$ cat config.mk
export PLATFORM = sky130hd
export DESIGN_NAME = hazard_ctrl_flat
export DESIGN_NICKNAME = d
export VERILOG_FILES = /design/src/rtl/hazard_pkg.sv /design/src/rtl/hazard_ctrl_if.sv /design/src/rtl/hazard_ctrl_md_busy_timer.sv /design/src/rtl/hazard_ctrl.sv /design/src/flat_wrapper.sv
export SDC_FILE = /design/constraint.sdc
export NUM_CORES = 1
export LEC_CHECK = 0
export BUFFER_PORTS_ARGS = -buffer_cell sky130_fd_sc_hd__buf_2
export CAP_MARGIN = 20
export CORE_UTILIZATION = 51
export CTS_CLUSTER_DIAMETER = 120
export DETAILED_ROUTE_END_ITERATION = 8
export GPL_TIMING_DRIVEN = 1
export HOLD_SLACK_MARGIN = 0.1
export PLACE_DENSITY = 0.83
export SLEW_MARGIN = 20
export SYNTH_ARGS = -nofsm -noshare
export SYNTH_HDL_FRONTEND = slang
export SYNTH_SLANG_ARGS = --single-unit
$ cat constraint.sdc
create_clock -name clk -period 3.25 [get_ports clk]
set_input_delay 0.1625 -clock clk [delete_from_list [all_inputs] [get_ports clk]]
set_output_delay 0.1625 -clock clk [all_outputs]
set_load 0.03 [all_outputs]
$ cat src/rtl/hazard_pkg.sv
// rtl/hazard_pkg.sv - shared types, encodings and compare helpers for the hazard controller
package hazard_pkg;

    localparam int TNEW_W = 2;
    localparam int TUSE_W = 2;
    localparam int REG_W  = 5;

    typedef logic [REG_W-1:0]  reg_addr_t;
    typedef logic [TNEW_W-1:0] tnew_t;
    typedef logic [TUSE_W-1:0] tuse_t;

    // Tuse value meaning the operand is not read at all
    localparam tuse_t TUSE_NONE = 2'd3;

    typedef enum logic [1:0] {
        FWD_GRF = 2'd0,
        FWD_M   = 2'd1,
        FWD_E   = 2'd2
    } fwd_sel_e;

    // What the controller remembers about the instruction held in a stage
    typedef struct packed {
        reg_addr_t wa;
        tnew_t     tnew;
        logic      md_start;
        logic      md_div;
    } stage_t;

    // Tnew counts down as an instruction advances, but never below zero
    function automatic tnew_t sat_dec(input tnew_t t);
        return (t == '0) ? '0 : t - tnew_t'(1);
    endfunction

    // Read-after-write hazard for one D-stage operand. With forwarding, only a
    // producer that is still too young (Tnew > Tuse) stalls. Without it, any
    // in-flight writer of a read register stalls; W is covered by the GRF
    // writing before it is read.
    function automatic logic reg_hazard(
        input reg_addr_t r,
        input tuse_t     tuse,
        input reg_addr_t e_wa,
        input tnew_t     e_tnew,
        input reg_addr_t m_wa,
        input tnew_t     m_tnew,
        input logic      fwd_en
    );
        logic e_hit;
        logic m_hit;
        e_hit = (r == e_wa);
        m_hit = (r == m_wa);
        if (r == '0)
            return 1'b0;
        if (fwd_en)
            return (e_hit && (e_tnew > tuse)) || (m_hit && (m_tnew > tuse));
        return (tuse != TUSE_NONE) && (e_hit || m_hit);
    endfunction

    // Youngest ready producer wins: E before M, otherwise the register file
    function automatic fwd_sel_e fwd_pick(
        input reg_addr_t r,
        input reg_addr_t e_wa,
        input tnew_t     e_tnew,
        input reg_addr_t m_wa,
        input tnew_t     m_tnew
    );
        if (r != '0 && r == e_wa && e_tnew == '0)
            return FWD_E;
        if (r != '0 && r == m_wa && m_tnew == '0)
            return FWD_M;
        return FWD_GRF;
    endfunction

endpackage

$ cat src/rtl/hazard_ctrl_if.sv
// rtl/hazard_ctrl_if.sv - D-stage decode info in, stall/forward controls out
interface hazard_ctrl_if;
    import hazard_pkg::*;

    logic      d_valid;
    reg_addr_t d_rs;
    reg_addr_t d_rt;
    tuse_t     d_tuse_rs;
    tuse_t     d_tuse_rt;
    reg_addr_t d_wa;
    tnew_t     d_tnew;
    logic      d_md_start;
    logic      d_md_div;
    logic      d_md_use;

    logic       stall;
    logic       flush_e;
    logic [1:0] fwd_rs_sel;
    logic [1:0] fwd_rt_sel;
    logic       md_busy;

    modport master (
        output d_valid, d_rs, d_rt, d_tuse_rs, d_tuse_rt, d_wa, d_tnew,
               d_md_start, d_md_div, d_md_use,
        input  stall, flush_e, fwd_rs_sel, fwd_rt_sel, md_busy
    );

    modport slave (
        input  d_valid, d_rs, d_rt, d_tuse_rs, d_tuse_rt, d_wa, d_tnew,
               d_md_start, d_md_div, d_md_use,
        output stall, flush_e, fwd_rs_sel, fwd_rt_sel, md_busy
    );

endinterface

$ cat src/rtl/hazard_ctrl_md_busy_timer.sv
// rtl/hazard_ctrl_md_busy_timer.sv - mult/div unit busy window counter
module md_busy_timer #(
    parameter int MULT_CYCLES = 5,
    parameter int DIV_CYCLES  = 10,
    parameter int CNT_W       = 4
) (
    input  logic clk,
    input  logic reset,
    input  logic load,
    input  logic load_div,
    output logic md_busy
);

    logic [CNT_W-1:0] cnt;

    // Reload on issue from E, otherwise count the busy window down to idle
    always_ff @(posedge clk) begin
        if (!reset) begin
            cnt <= '0;
        end else if (load) begin
            cnt <= load_div ? CNT_W'(DIV_CYCLES) : CNT_W'(MULT_CYCLES);
        end else if (cnt != '0) begin
            cnt <= cnt - CNT_W'(1);
        end
    end

    assign md_busy = (cnt != '0);

endmodule

$ cat src/rtl/hazard_ctrl.sv
// rtl/hazard_ctrl.sv - pipeline hazard controller (HAZARD_FWD_EN enables Tnew/Tuse forwarding)
module hazard_ctrl
    import hazard_pkg::*;
#(
    parameter int MULT_CYCLES = 5,
    parameter int DIV_CYCLES  = 10,
    parameter int CNT_W       = 4
) (
    input  logic          clk,
    input  logic          reset,
    hazard_ctrl_if.slave  hif
);

`ifdef HAZARD_FWD_EN
    localparam logic FWD_EN = 1'b1;
`else
    localparam logic FWD_EN = 1'b0;
`endif

    stage_t    e_q;
    stage_t    e_d;
    reg_addr_t m_wa;
    tnew_t     m_tnew;

    logic     md_busy;
    logic     rs_haz;
    logic     rt_haz;
    logic     md_stall;
    logic     stall;
    fwd_sel_e rs_sel;
    fwd_sel_e rt_sel;

    md_busy_timer #(
        .MULT_CYCLES (MULT_CYCLES),
        .DIV_CYCLES  (DIV_CYCLES),
        .CNT_W       (CNT_W)
    ) u_md_timer (
        .clk      (clk),
        .reset    (reset),
        .load     (e_q.md_start),
        .load_div (e_q.md_div),
        .md_busy  (md_busy)
    );

    // Operand hazards, MDU occupancy and forward selects for the D-stage instruction
    always_comb begin
        rs_haz   = reg_hazard(hif.d_rs, hif.d_tuse_rs, e_q.wa, e_q.tnew, m_wa, m_tnew, FWD_EN);
        rt_haz   = reg_hazard(hif.d_rt, hif.d_tuse_rt, e_q.wa, e_q.tnew, m_wa, m_tnew, FWD_EN);
        md_stall = hif.d_valid && hif.d_md_use && (md_busy || e_q.md_start);
        stall    = hif.d_valid && (rs_haz || rt_haz || md_stall);
        rs_sel   = FWD_GRF;
        rt_sel   = FWD_GRF;
        if (FWD_EN) begin
            rs_sel = fwd_pick(hif.d_rs, e_q.wa, e_q.tnew, m_wa, m_tnew);
            rt_sel = fwd_pick(hif.d_rt, e_q.wa, e_q.tnew, m_wa, m_tnew);
        end
    end

    assign hif.stall      = stall;
    assign hif.flush_e    = stall;
    assign hif.fwd_rs_sel = rs_sel;
    assign hif.fwd_rt_sel = rt_sel;
    assign hif.md_busy    = md_busy;

    // Next E contents: the D instruction, or a bubble when stalled or D is empty
    always_comb begin
        e_d = '0;
        if (hif.d_valid && !stall) begin
            e_d.wa       = hif.d_wa;
            e_d.tnew     = hif.d_tnew;
            e_d.md_start = hif.d_md_start;
            e_d.md_div   = hif.d_md_div;
        end
    end

    // Advance the E/M tracking registers, ageing Tnew on the way into M
    always_ff @(posedge clk) begin
        if (!reset) begin
            e_q    <= '0;
            m_wa   <= '0;
            m_tnew <= '0;
        end else begin
            e_q    <= e_d;
            m_wa   <= e_q.wa;
            m_tnew <= sat_dec(e_q.tnew);
        end
    end

endmodule

$ cat src/flat_wrapper.sv
// flat-port wrapper written by rule: the top's interface ports become plain ports
module hazard_ctrl_flat import hazard_pkg::*;
#(
    parameter int MULT_CYCLES = 5,
    parameter int DIV_CYCLES  = 10,
    parameter int CNT_W       = 4
)
  (clk, reset, hif_d_valid, hif_d_rs, hif_d_rt, hif_d_tuse_rs, hif_d_tuse_rt, hif_d_wa, hif_d_tnew, hif_d_md_start, hif_d_md_div, hif_d_md_use, hif_stall, hif_flush_e, hif_fwd_rs_sel, hif_fwd_rt_sel, hif_md_busy);
  hazard_ctrl_if hif_i ();
  input  logic clk;
  input  logic reset;
  input wire logic [$bits(hif_i.d_valid)-1:0] hif_d_valid;
  input wire logic [$bits(hif_i.d_rs)-1:0] hif_d_rs;
  input wire logic [$bits(hif_i.d_rt)-1:0] hif_d_rt;
  input wire logic [$bits(hif_i.d_tuse_rs)-1:0] hif_d_tuse_rs;
  input wire logic [$bits(hif_i.d_tuse_rt)-1:0] hif_d_tuse_rt;
  input wire logic [$bits(hif_i.d_wa)-1:0] hif_d_wa;
  input wire logic [$bits(hif_i.d_tnew)-1:0] hif_d_tnew;
  input wire logic [$bits(hif_i.d_md_start)-1:0] hif_d_md_start;
  input wire logic [$bits(hif_i.d_md_div)-1:0] hif_d_md_div;
  input wire logic [$bits(hif_i.d_md_use)-1:0] hif_d_md_use;
  output wire logic [$bits(hif_i.stall)-1:0] hif_stall;
  output wire logic [$bits(hif_i.flush_e)-1:0] hif_flush_e;
  output wire logic [$bits(hif_i.fwd_rs_sel)-1:0] hif_fwd_rs_sel;
  output wire logic [$bits(hif_i.fwd_rt_sel)-1:0] hif_fwd_rt_sel;
  output wire logic [$bits(hif_i.md_busy)-1:0] hif_md_busy;
  assign hif_i.d_valid = hif_d_valid;
  assign hif_i.d_rs = hif_d_rs;
  assign hif_i.d_rt = hif_d_rt;
  assign hif_i.d_tuse_rs = hif_d_tuse_rs;
  assign hif_i.d_tuse_rt = hif_d_tuse_rt;
  assign hif_i.d_wa = hif_d_wa;
  assign hif_i.d_tnew = hif_d_tnew;
  assign hif_i.d_md_start = hif_d_md_start;
  assign hif_i.d_md_div = hif_d_md_div;
  assign hif_i.d_md_use = hif_d_md_use;
  assign hif_stall = hif_i.stall;
  assign hif_flush_e = hif_i.flush_e;
  assign hif_fwd_rs_sel = hif_i.fwd_rs_sel;
  assign hif_fwd_rt_sel = hif_i.fwd_rt_sel;
  assign hif_md_busy = hif_i.md_busy;
  hazard_ctrl #(.MULT_CYCLES(MULT_CYCLES), .DIV_CYCLES(DIV_CYCLES), .CNT_W(CNT_W)) u_core (.clk(clk), .reset(reset), .hif(hif_i));
endmodule
======== Word-level counts from Yosys, hierarchy flattened ========
Cells that the tools add are included.
operators by class
  add/subtract/negate cells ............... 1
  multiplexer cells ....................... 9
  reductions and logical operators ........ 17
  equality and inequality tests ........... 6
operators with widths
  cell                 number
  $eq 5x5->1           4
  $mux 4               3
  $logic_not 5->1      2
  $logic_and 1x1->1    6
  $mux 1               6
  $logic_or 1x1->1     5
  $ne 2x2->1 const B   2
  $reduce_bool 4->1    1
  $sub 4x1->4 const B  1
  $reduce_and 2->1     1
  $reduce_bool 2->1    1
  $logic_not 1->1      1
storage, ports and cells
  register bits ........................... 16
  input bits .............................. 27
  output and inout bits ................... 7

======== Depth between registers and ports, before layout ========
Gate-level depths: netlist of run 1.
  word-level depth ........................ 10
  mapped depth ............................ 8
  mapped depth without buffers ............ 7

======== Cells and area by module ========
From an unflattened synthesis of run 1, not the netlist that was laid out.
second synthesis, totals
  cells, all modules ...................... 101
  area total of the unflattened synthesis .. 920.9 sq um
modules (own cells, without submodules)
  module         seq. area each (sq um)  times used  cells an instance  area an instance (sq um)
  hazard_ctrl    240.2                   1           70                 670.6
  md_busy_timer  80.1                    1           31                 250.2

======== Worst setup path after synthesis of run 1 ========
Ideal clock, no wire load.
  path type ............................... reg2out
  start ................................... register u_core.u_md_timer.cnt[0]
  end ..................................... output hif_stall
  slack ................................... 1.289 ns
  arrival ................................. 1.799 ns
  required time ........................... 3.087 ns
  path buffers ............................ 1
  stages on the path, launching flop included .. 9
  cell sequence ........................... dfxtp_1 -> inv_1 -> ha_1 -> and2_1 -> inv_1 -> o21ai_1 -> o221ai_2 -> and2_1 -> buf_4
between the ends
  cells in the longest elaborated chain, start to end .. 5
RTL lines
  item                    line                             text
  from (decl)             hazard_ctrl_md_busy_timer.sv:14  logic [CNT_W-1:0] cnt;
  from (signal assigned)  hazard_ctrl_md_busy_timer.sv:21  cnt <= load_div ? CNT_W'(DIV_CYCLES) : CNT_W'(MULT_CYCLES);
  from (signal assigned)  hazard_ctrl_md_busy_timer.sv:23  cnt <= cnt - CNT_W'(1);
  $reduce_bool 4->1       hazard_ctrl_md_busy_timer.sv:27  assign md_busy = (cnt != '0);
  named net hif_md_busy   flat_wrapper.sv:26               output wire logic [$bits(hif_i.md_busy)-1:0] hif_md_busy;
  $logic_or 1x1->1        hazard_ctrl.sv:49                md_stall = hif.d_valid && hif.d_md_use && (md_busy || e_q.md_start);
  $logic_and 1x1->1       hazard_ctrl.sv:49
  $logic_or 1x1->1        hazard_ctrl.sv:50                stall = hif.d_valid && (rs_haz || rt_haz || md_stall);
  $logic_and 1x1->1       hazard_ctrl.sv:50
  to (decl)               flat_wrapper.sv:22               output wire logic [$bits(hif_i.stall)-1:0] hif_stall;
The timed path passes the listed nets, and every way through them passes these cells.

======== Worst setup path in the final report of run 1 ========
  start ................................... register u_core.u_md_timer.cnt[0]
  end ..................................... output hif_flush_e
between the ends
  cells in the longest elaborated chain, start to end .. 5
RTL lines
  item               line                             text
  $reduce_bool 4->1  hazard_ctrl_md_busy_timer.sv:27
  $logic_or 1x1->1   hazard_ctrl.sv:49
  $logic_and 1x1->1  hazard_ctrl.sv:49
  $logic_or 1x1->1   hazard_ctrl.sv:50
  $logic_and 1x1->1  hazard_ctrl.sv:50
  to (decl)          flat_wrapper.sv:23               output wire logic [$bits(hif_i.flush_e)-1:0] hif_flush_e;
Every way passes these cells.

==> impl_metrics.env, run 1 <==
export IMPL_hp_class="primary input to register"
export IMPL_firstDrtPassIters=6
export IMPL_post_route_cells_drive_above_1_share_pct=24.09
export IMPL_dp_hpwl_um=1403
export IMPL_p_sw_mw=0.2544
export IMPL_synth_most_common_cell="xor2_1"
export IMPL_grt_pass1_wl_um=2870
export IMPL_synth_top_family_by_area="XOR/XNOR gates"
export IMPL_vias=782
export IMPL_critical_path_max_stage_delay_ns=0.32
export IMPL_period_minus_slack_ns=2.060
export IMPL_arrival_ns=1.90
export IMPL_grt_max_degree=11
export IMPL_ys_top_cells_by_area="dfxtp_1 (36%), xor2_1 (20%), nor3_1 (7.8%)"
export IMPL_cpLargestDelayFamily="simple AND/OR/NAND/NOR gates"
export IMPL_drt_iter0_drc=13
export IMPL_hold_viol_final=0
export IMPL_cts_tree="built"
export IMPL_seq_area_frac_synth_pct=35.80
export IMPL_ff2ff_path_depth=7
export IMPL_power_frac_clock_pct=18.1
export IMPL_die_x_um=43.88
export IMPL_synthMuxAreaShare_pct=0
export IMPL_synth_async_reset_ratio_pct=0
export IMPL_cp_slowest_cell="dfxtp_1"
export IMPL_power_internal_mw=0.4272
export IMPL_worst_path_stages=8
export IMPL_htree_levels=1
export IMPL_synth_top_area_share_pct=35.80
export IMPL_fin_ws_ns=1.190
export IMPL_clkTransAtPathRegs_ns=0.09
export IMPL_rsz0062_at_grt="false"
export IMPL_ys_types=20
export IMPL_avgRoutedWirePerCell_um=11.73
export IMPL_via_per_inst=5.111
export IMPL_setup_violations=0
export IMPL_drtAntennaViolNets=0
export IMPL_grt_usage_pct=20.91
export IMPL_synth_adder_area_share_pct=2.797
export IMPL_synth_main_ff_cell="dfxtp_1"
export IMPL_worstHoldPathCells=3
export IMPL_post_place_ws_ns=1.509
export IMPL_vdd_ir_drop_worst_mv=0.3684
export IMPL_synth_compound_area_share_pct=9.650
export IMPL_synth_simple_area_share_pct=20.00
export IMPL_synth_top_cell_by_area="dfxtp_1"
export IMPL_syn_area_per_cell_sq_um=8.602
export IMPL_cp_required_ns=3.09
export IMPL_syn_area_sq_um=894.6
export IMPL_core_sq_um=1577
export IMPL_timing_critical_path_buf_inv=3
export IMPL_max_cap_viol_count=0
export IMPL_synth_edf_count=0
export IMPL_overflow=0
export IMPL_synth_xor_xnor_area_share_pct=22.52
export IMPL_cts_buffer_depth=2
export IMPL_finalCritPeriodShare_pct=63.39
export IMPL_finClkSkew_ns=0.005096
export IMPL_seq_area_sq_um=320.3
export IMPL_combPwrFrac_pct=44.6
export IMPL_nets=167
export IMPL_clk_latency_ns=0.28
export IMPL_fmax_mhz=485.4
export IMPL_antenna_found_initial=0
export IMPL_place_congestion=0.8382
export IMPL_worst_setup_path_start_kind="register"
export IMPL_cts_setup_buffers=0
export IMPL_cts_sinks=16
export IMPL_cts_buffers=3
export IMPL_grt_pass1_vias=748
export IMPL_portBuffers=27
export IMPL_multi_input_area_sq_um=506.7
export IMPL_path_max_fanout=8
export IMPL_ctsResizeCount=0
export IMPL_status="finished, final reports clean"
export IMPL_end_kind="output port"
export IMPL_drc=0
export IMPL_synth_seq_cells=16
export IMPL_nFillCells=128
export IMPL_die_area_sq_um=1925
export IMPL_cp_cell_sequence="inv_1, ha_1, and2_1, inv_1, o21ai_1, o221ai_2, and2_1, buf_2"
export IMPL_num_io_pins=34
export IMPL_slew_viol_final=0
export IMPL_critPathKind="register to output port"
export IMPL_p_seq_share_pct=37.3
export IMPL_sw_frac_of_total_pct=37.32
export IMPL_antennaDiodeCount=0
export IMPL_drt_total_wl_um=1794
export IMPL_start_util_pct=56.75
export IMPL_leakagePower_nw=0.5638
export IMPL_powerDensity_nw_per_um2=616.2
export IMPL_postSynthCellCount=104
export IMPL_power_mw=0.6816
export IMPL_area_delta_synth_final_pct=23.64
export IMPL_ys_warn_count=0
export IMPL_synthTopCellsByCount="xor2_1 (20), dfxtp_1 (16), nor3_1 (14), inv_1 (10), and2_1 (8)"
export IMPL_cts_root_buffer="clkbuf_4"
export IMPL_final_setup_tns_ns=0
export IMPL_die_y_um=43.88
export IMPL_rows=14
[timing repair]
item	4_1_cts	5_1_grt
endpoints found under the setup margin	0	0
endpoints found under the hold margin	5	0
hold buffers	5	0
[power by group through the flow]
stage / registers [mW] / clock network [mW] / logic, mW
2_1_floorplan: 0.252 / 0 / 0.236
3_3_place_gp: 0.257 / 0 / 0.285
3_5_place_dp: 0.258 / 0 / 0.297
4_1_cts: 0.253 / 0.129 / 0.304
5_1_grt: 0.257 / 0.138 / 0.337
6_report: 0.254 / 0.124 / 0.304
[cell families (layout without fill, tap and decap cells)]
kind of cell / after synthesis / in the layout
flip-flops: 16 / 16
adder cells (fa/ha/maj): 2 / 2
buffers and inverters: 16 / 46
AO/OA/AOI/OAI: 11 / 11
XOR/XNOR: 23 / 23
AND/OR/NAND/NOR: 35 / 35
other: 1 / 4
[per-layer routing]
layer / vias to the layer above / GRT usage [%] / routed length [um]
li1: 395 / - / -
met1: 343 / 23.51 / 751
met2: 38 / 37.01 / 899
met3: 6 / 1.250 / 89
met4: 0 / 15.15 / 54
met5: - / 0 / 0
[metrics by stage]
step	hold slack, ns	util (%)	cells	instance area, sq um
after global placement	0.3883	64.68	144	1020
final	0.1102	70.16	153	1106
after detailed placement	0.3941	64.68	144	1020
after floorplan	0.2826	-	107	905.9
after global routing	0.1053	70.16	153	1106
after CTS	0.1046	70.16	153	1106
[worst register-to-register path, stage by stage, from the launching register on]
cell and delay [ns]:
dfxtp_1 0.32, inv_1 0.12, ha_1 0.16, and2_1 0.19, inv_1 0.10, o21ai_1 0.14
o221ai_2 0.19, nor3_1 0.25
[cell type report]
class                      instances  share of cell area, %
multi-input combinational         75                  45.81
clock buffer                       4                  3.281
tap                               16                  1.810
timing repair buffer              32                  16.74
sequential                        16                  28.96
inverter                          10                  3.394
[flip-flops by register name (all words and copies together), names as in the netlist]
signal,count
u_core.e_q,7
u_core.m_wa,5
u_core.u_md_timer.cnt,4
[final timing paths]
path                                               start             end  slack [ns]
worst max register to register  u_core.u_md_timer.cnt[0]   u_core.e_q[7]        1.70
worst min-delay path                         hif_d_wa[3]   u_core.e_q[7]        0.11
worst min register to register             u_core.e_q[6]  u_core.m_wa[2]        0.51
worst max-delay path            u_core.u_md_timer.cnt[0]     hif_flush_e        1.19
[cells in the final DEF (no fill, tap or decap), types with 2 or more instances in the layout]
master,netlist,layout
inv_1,10,10
dfxtp_1,16,16
ha_1,2,2
o21a_1,4,4
or4_1,2,2
buf_2,0,27
dlygate4sd3_1,0,5
o21ai_1,2,2
xor2_1,20,20
a22oi_1,2,2
and2_1,8,8
clkbuf_4,0,3
xnor2_1,3,3
nor2_1,7,7
nor3_1,14,14
conb_1,1,4
nand2_1,3,3
(Power assumes the default switching activity.)
==> run 2: changes to the inputs <==
Settings changed: CORE_UTILIZATION 51 to 47, PLACE_DENSITY 0.83 to 0.77.
Clock period 3.25 ns to 1.95 ns, I/O delays scaled along.
==> impl_metrics.env, run 2 (synthesized netlist as in run 1, its figures left out) <==
export IMPL_leakagePower_nw=0.5782
export IMPL_post_route_cells_drive_above_1_share_pct=26.43
export IMPL_core_sq_um=1764
export IMPL_worst_setup_path_start_kind="register"
export IMPL_largestRegisters="u_core.e_q x7, u_core.m_wa x5, u_core.u_md_timer.cnt x4"
export IMPL_hp_start="reset"
export IMPL_hold_viol_final=0
export IMPL_slew_viol_final=0
export IMPL_rsz0062_at_grt="false"
export IMPL_cts_setup_buffers=0
export IMPL_max_cap_viol_count=0
export IMPL_vias=765
export IMPL_period_minus_slack_ns=1.811
export IMPL_nets=170
export IMPL_layout_commonest_cell="buf_2"
export IMPL_drc=0
export IMPL_worstHoldPathCells=2
export IMPL_htree_levels=1
export IMPL_place_congestion=0.8788
export IMPL_p_seq_share_pct=36.7
export IMPL_area_delta_synth_final_pct=28.53
export IMPL_clk_latency_ns=0.28
export IMPL_cts_sinks=16
export IMPL_num_io_pins=34
export IMPL_r2r_end="u_core.e_q[5]"
export IMPL_reg2reg_from="u_core.u_md_timer.cnt[1]"
export IMPL_status="finished, final reports clean"
export IMPL_setup_violations=0
export IMPL_die_x_um=45.63
export IMPL_die_y_um=45.63
export IMPL_cp_required_ns=1.85
export IMPL_die_area_sq_um=2082
export IMPL_drtAntennaViolNets=0
export IMPL_power_mw=1.153
export IMPL_path_max_fanout=4
export IMPL_nFillCells=171
export IMPL_rows=15
export IMPL_antenna_found_initial=0
export IMPL_grt_max_degree=11
export IMPL_dp_hpwl_um=1372
export IMPL_sw_frac_of_total_pct=36.68
export IMPL_via_per_inst=4.636
export IMPL_avgRoutedWirePerCell_um=10.79
export IMPL_firstDrtPassIters=4
export IMPL_finalCritPeriodShare_pct=92.87
export IMPL_worstHoldEndpoint="u_core.u_md_timer.cnt[3]"
export IMPL_vdd_ir_drop_worst_mv=0.5247
export IMPL_startpoint="u_core.u_md_timer.cnt[1]"
export IMPL_power_internal_mw=0.7302
export IMPL_p_sw_mw=0.4229
export IMPL_final_util_pct=65.18
export IMPL_arrival_ns=1.71
export IMPL_final_setup_tns_ns=0
export IMPL_grt_pass1_vias=736
export IMPL_antennaDiodeCount=0
export IMPL_cts_root_buffer="clkbuf_4"
export IMPL_r2r_slack_ns=0.44
export IMPL_end_kind="output port"
export IMPL_power_frac_clock_pct=18.0
export IMPL_start_util_pct=50.71
export IMPL_drt_total_wl_um=1780
export IMPL_grt_usage_pct=19.82
export IMPL_portBuffers=27
export IMPL_cts_tree="built"
export IMPL_final_cell_mix="buf_2 (27), xor2_1 (20), dfxtp_1 (16)"
export IMPL_finClkSkew_ns=0.002553
export IMPL_hp_class="primary input to register"
export IMPL_largest_reg_flops=7
export IMPL_fmax_mhz=552.2
export IMPL_powerDensity_nw_per_um2=1003
export IMPL_overflow=0
export IMPL_clkTransAtPathRegs_ns=0.08
export IMPL_drt_iter0_drc=4
export IMPL_cts_buffers=3
export IMPL_top_register="u_core.e_q"
export IMPL_critPathKind="register to output port"
export IMPL_cts_buffer_depth=2
export IMPL_grt_pass1_wl_um=2849
export IMPL_combPwrFrac_pct=45.4
export IMPL_ff2ff_path_depth=8
-- run 2: changes by cell type in the layout (fill, tap and decap cells not counted), sizes merged --
cell         before  now
dlygate4sd3       5    7
buf              27   28
-- run 2: worst max path at each step --
stage                     slack (ns)            end  cells past startpoint
after global placement          0.37      hif_stall                      8
after floorplan                 0.05      hif_stall                      8
after detailed placement        0.34  u_core.e_q[5]                      8
after CTS                       0.03    hif_flush_e                      8
final                           0.14    hif_flush_e                      8
after global routing           0.008      hif_stall                      8
-- run 2: layout make-up --
class / instances / area (sq um) / share of cell area, %
Sequential cell: 16 / 320.3 / 27.86
Inverter: 10 / 37.54 / 3.264
Multi-Input combinational cell: 75 / 511.7 / 44.51
Clock buffer: 4 / 36.28 / 3.156
Tap cell: 25 / 31.28 / 2.720
Timing Repair Buffer: 35 / 212.7 / 18.50
-- run 2: timing repair --
action                                  CTS  global route
gates resized for setup                   0             3
hold buffers                              7             0
endpoints found under the hold margin     7             0
endpoints found under the setup margin    0             2
-- run 2: routing by layer --
metal	wire length [um]	GRT usage [%]	part of all wire, %	vias up
li1	-	-	-	402
met1	731	21.27	41	327
met2	924	35.71	52	30
met3	75	1.190	4.2	6
met4	48	15.15	2.7	0
met5	0	0	0	-
-- run 2: worst max-delay path: stages (launching register included) --
cell	delay, ns
dfxtp_1	0.36
inv_1	0.08
ha_1	0.17
and2_2	0.19
inv_1	0.12
o21ai_2	0.07
o221ai_2	0.08
and2_1	0.17
buf_2	0.20
-- run 2: power groups by stage --
stage / Combinational (mW) / Sequential [mW] / Clock, mW
2_1_floorplan: 0.393 / 0.420 / 0
3_3_place_gp: 0.487 / 0.427 / 0
3_5_place_dp: 0.506 / 0.428 / 0
4_1_cts: 0.520 / 0.420 / 0.213
5_1_grt: 0.582 / 0.430 / 0.232
6_report: 0.523 / 0.423 / 0.207
-- run 2: metrics by stage --
stage | instance area (sq um) | instances | setup WS [ns] | hold slack (ns)
floorplan | 905.9 | 107 | 0.05368 | 0.2176
global placement | 1039 | 154 | 0.3750 | 0.3205
detailed placement | 1039 | 154 | 0.3440 | 0.3272
CTS | 1145 | 165 | 0.03188 | 0.1131
global route | 1150 | 165 | 0.007604 | 0.1073
finish | 1150 | 165 | 0.1390 | 0.1259
==> run 3: changes to the inputs <==
--- a/config.mk
+++ b/config.mk
@@ -7,4 +7,5 @@
 export LEC_CHECK = 0
-export BUFFER_PORTS_ARGS = -buffer_cell sky130_fd_sc_hd__buf_2
+export BUFFER_PORTS_ARGS = -buffer_cell sky130_fd_sc_hd__buf_4
 export CAP_MARGIN = 20
+export CORE_MARGIN = 5
 export CORE_UTILIZATION = 47
==> constraint.sdc (replaced) <==
create_clock -name clk -period 1.95 [get_ports clk]
set_input_delay 0.39 -clock clk [delete_from_list [all_inputs] [get_ports clk]]
set_output_delay 0.39 -clock clk [all_outputs]
set_load 0.03 [all_outputs]
==> impl_metrics.env, run 3 (synthesized netlist as in run 1, its figures left out) <==
export IMPL_overflow=0
export IMPL_setup_violations=2
export IMPL_r2r_slack_ns=0.49
export IMPL_grt_pass1_wl_um=3091
export IMPL_antenna_found_initial=0
export IMPL_critical_path_max_stage_delay_ns=0.52
export IMPL_reg2reg_from="u_core.e_q[4]"
export IMPL_violations="negative setup slack"
export IMPL_post_route_cells_drive_above_1_share_pct=36.23
export IMPL_htree_levels=1
export IMPL_place_congestion=0.8511
export IMPL_finalCritPeriodShare_pct=103.4
export IMPL_fmax_mhz=495.7
export IMPL_largestRegisters="u_core.e_q x7, u_core.m_wa x5, u_core.u_md_timer.cnt x4"
export IMPL_powerDensity_nw_per_um2=964.0
export IMPL_leakagePower_nw=0.6041
export IMPL_startpoint="hif_d_rt[1]"
export IMPL_path_max_fanout=2
export IMPL_post_place_ws_ns=-0.09519
export IMPL_fin_cells=163
export IMPL_final_setup_tns_ns=-0.1340
export IMPL_core_sq_um=1764
export IMPL_grt_pass1_vias=742
export IMPL_nFillCells=153
export IMPL_cp_cell_sequence="buf_4, or4_1, o21ai_1, o221ai_2, and2_4, buf_6"
export IMPL_max_cap_viol_count=0
export IMPL_cpLargestDelayFamily="simple AND/OR/NAND/NOR gates"
export IMPL_post_dp_cell_area_sq_um=1146
export IMPL_fin_area_sq_um=1219
export IMPL_ff2ff_path_depth=6
export IMPL_slew_viol_final=0
export IMPL_layout_commonest_cell="buf_4"
export IMPL_combPwrFrac_pct=50.6
export IMPL_firstDrtPassIters=2
export IMPL_worstHoldPathCells=3
export IMPL_final_cell_mix="buf_4 (31), xor2_1 (20), dfxtp_1 (14)"
export IMPL_largest_reg_flops=7
export IMPL_dp_hpwl_um=1532
export IMPL_finClkSkew_ns=0.003537
export IMPL_die_y_um=53.63
export IMPL_num_io_pins=34
export IMPL_hp_start="hif_d_wa[4]"
export IMPL_fin_ws_ns=-0.06719
export IMPL_r2r_end="u_core.e_q[5]"
export IMPL_area_delta_synth_final_pct=36.22
export IMPL_vdd_ir_drop_worst_mv=0.5619
export IMPL_rows=15
export IMPL_nets=169
export IMPL_start_util_pct=50.71
export IMPL_worstHoldEndpoint="u_core.e_q[8]"
export IMPL_drt_iter0_drc=5
export IMPL_whs_ns=0.3379
export IMPL_drt_total_wl_um=1863
export IMPL_critPathKind="primary input to output port"
export IMPL_cts_hold_buf=0
export IMPL_power_frac_clock_pct=13.3
export IMPL_grt_max_degree=11
export IMPL_cp_slowest_cell="or4_1"
export IMPL_final_util_pct=69.08
export IMPL_seq_area_sq_um=322.8
export IMPL_avgRoutedWirePerCell_um=11.43
export IMPL_p_sw_mw=0.4325
export IMPL_cts_tree="built"
export IMPL_clkTransAtPathRegs_ns=0.08
export IMPL_cts_buffers=3
export IMPL_power_internal_mw=0.7423
export IMPL_via_per_inst=4.730
export IMPL_end_kind="output port"
export IMPL_antennaDiodeCount=0
export IMPL_timing_critical_path_buf_inv=2
export IMPL_die_area_sq_um=2876
export IMPL_clk_latency_ns=0.27
export IMPL_drc=0
export IMPL_hp_class="primary input to register"
export IMPL_cp_required_ns=1.56
export IMPL_cts_buffer_depth=2
export IMPL_rsz0062_at_grt="true"
export IMPL_die_x_um=53.63
export IMPL_dp_cells=159
export IMPL_worst_setup_path_start_kind="primary input"
export IMPL_top_register="u_core.e_q"
export IMPL_sw_frac_of_total_pct=36.81
export IMPL_arrival_ns=1.63
export IMPL_cts_root_buffer="clkbuf_4"
export IMPL_cts_sinks=16
export IMPL_multi_input_area_sq_um=534.3
export IMPL_p_seq_share_pct=36.1
export IMPL_status="finished with violations"
export IMPL_power_mw=1.175
export IMPL_drtAntennaViolNets=0
export IMPL_period_minus_slack_ns=2.017
export IMPL_hold_viol_final=0
export IMPL_grt_usage_pct=14.98
export IMPL_vias=771
export IMPL_portBuffers=27
==> run 3: cell types whose count changed in the layout (fill, tap and decap cells not counted), sizes merged <==
cell / before / now
dlygate4sd3: 7 / 0
clkbuf: 4 / 3
buf: 28 / 34
==> run 3: worst max path at each step <==
stage	end	cells past startpoint
4_1_cts	hif_flush_e	6
2_1_floorplan	hif_stall	5
6_report	hif_flush_e	6
3_5_place_dp	hif_flush_e	6
5_1_grt	hif_stall	6
3_3_place_gp	hif_flush_e	6
==> run 3: timing repair <==
item	CTS	global route
endpoints found under the hold margin	0	0
resized for setup	9	4
buffers inserted	1	0
pin swaps	10	3
setup endpoints to repair	2	2
==> run 3: tightest hold or removal path, stage by stage <==
cell and delay (ns):
buf_4 0.10, inv_1 0.04, nor3_1 0.04
==> run 3: layout make-up <==
cell class	count	share of cell area [%]
flip-flops and latches	16	26.49
repair buffers	34	22.18
inverters	10	3.080
multi-input cells	75	43.84
clock buffers	3	1.848
well taps	25	2.567
==> run 3: per-layer routing <==
layer / vias up / wire, um / global-route usage [%]
met3: 2 / 113 / 1.385
li1: 400 / - / -
met1: 346 / 810 / 17.65
met2: 23 / 911 / 25.51
met4: 0 / 27 / 10.21
met5: - / 0 / 0
==> run 3: power by group through the flow <==
| stage | Sequential (mW) | Clock [mW] | Combinational (mW) |
|---|---|---|---|
| global route | 0.434 | 0.179 | 0.655 |
| detailed placement | 0.430 | 0 | 0.551 |
| finish | 0.424 | 0.157 | 0.594 |
| global placement | 0.428 | 0 | 0.540 |
| CTS | 0.424 | 0.165 | 0.587 |
| floorplan | 0.420 | 0 | 0.402 |
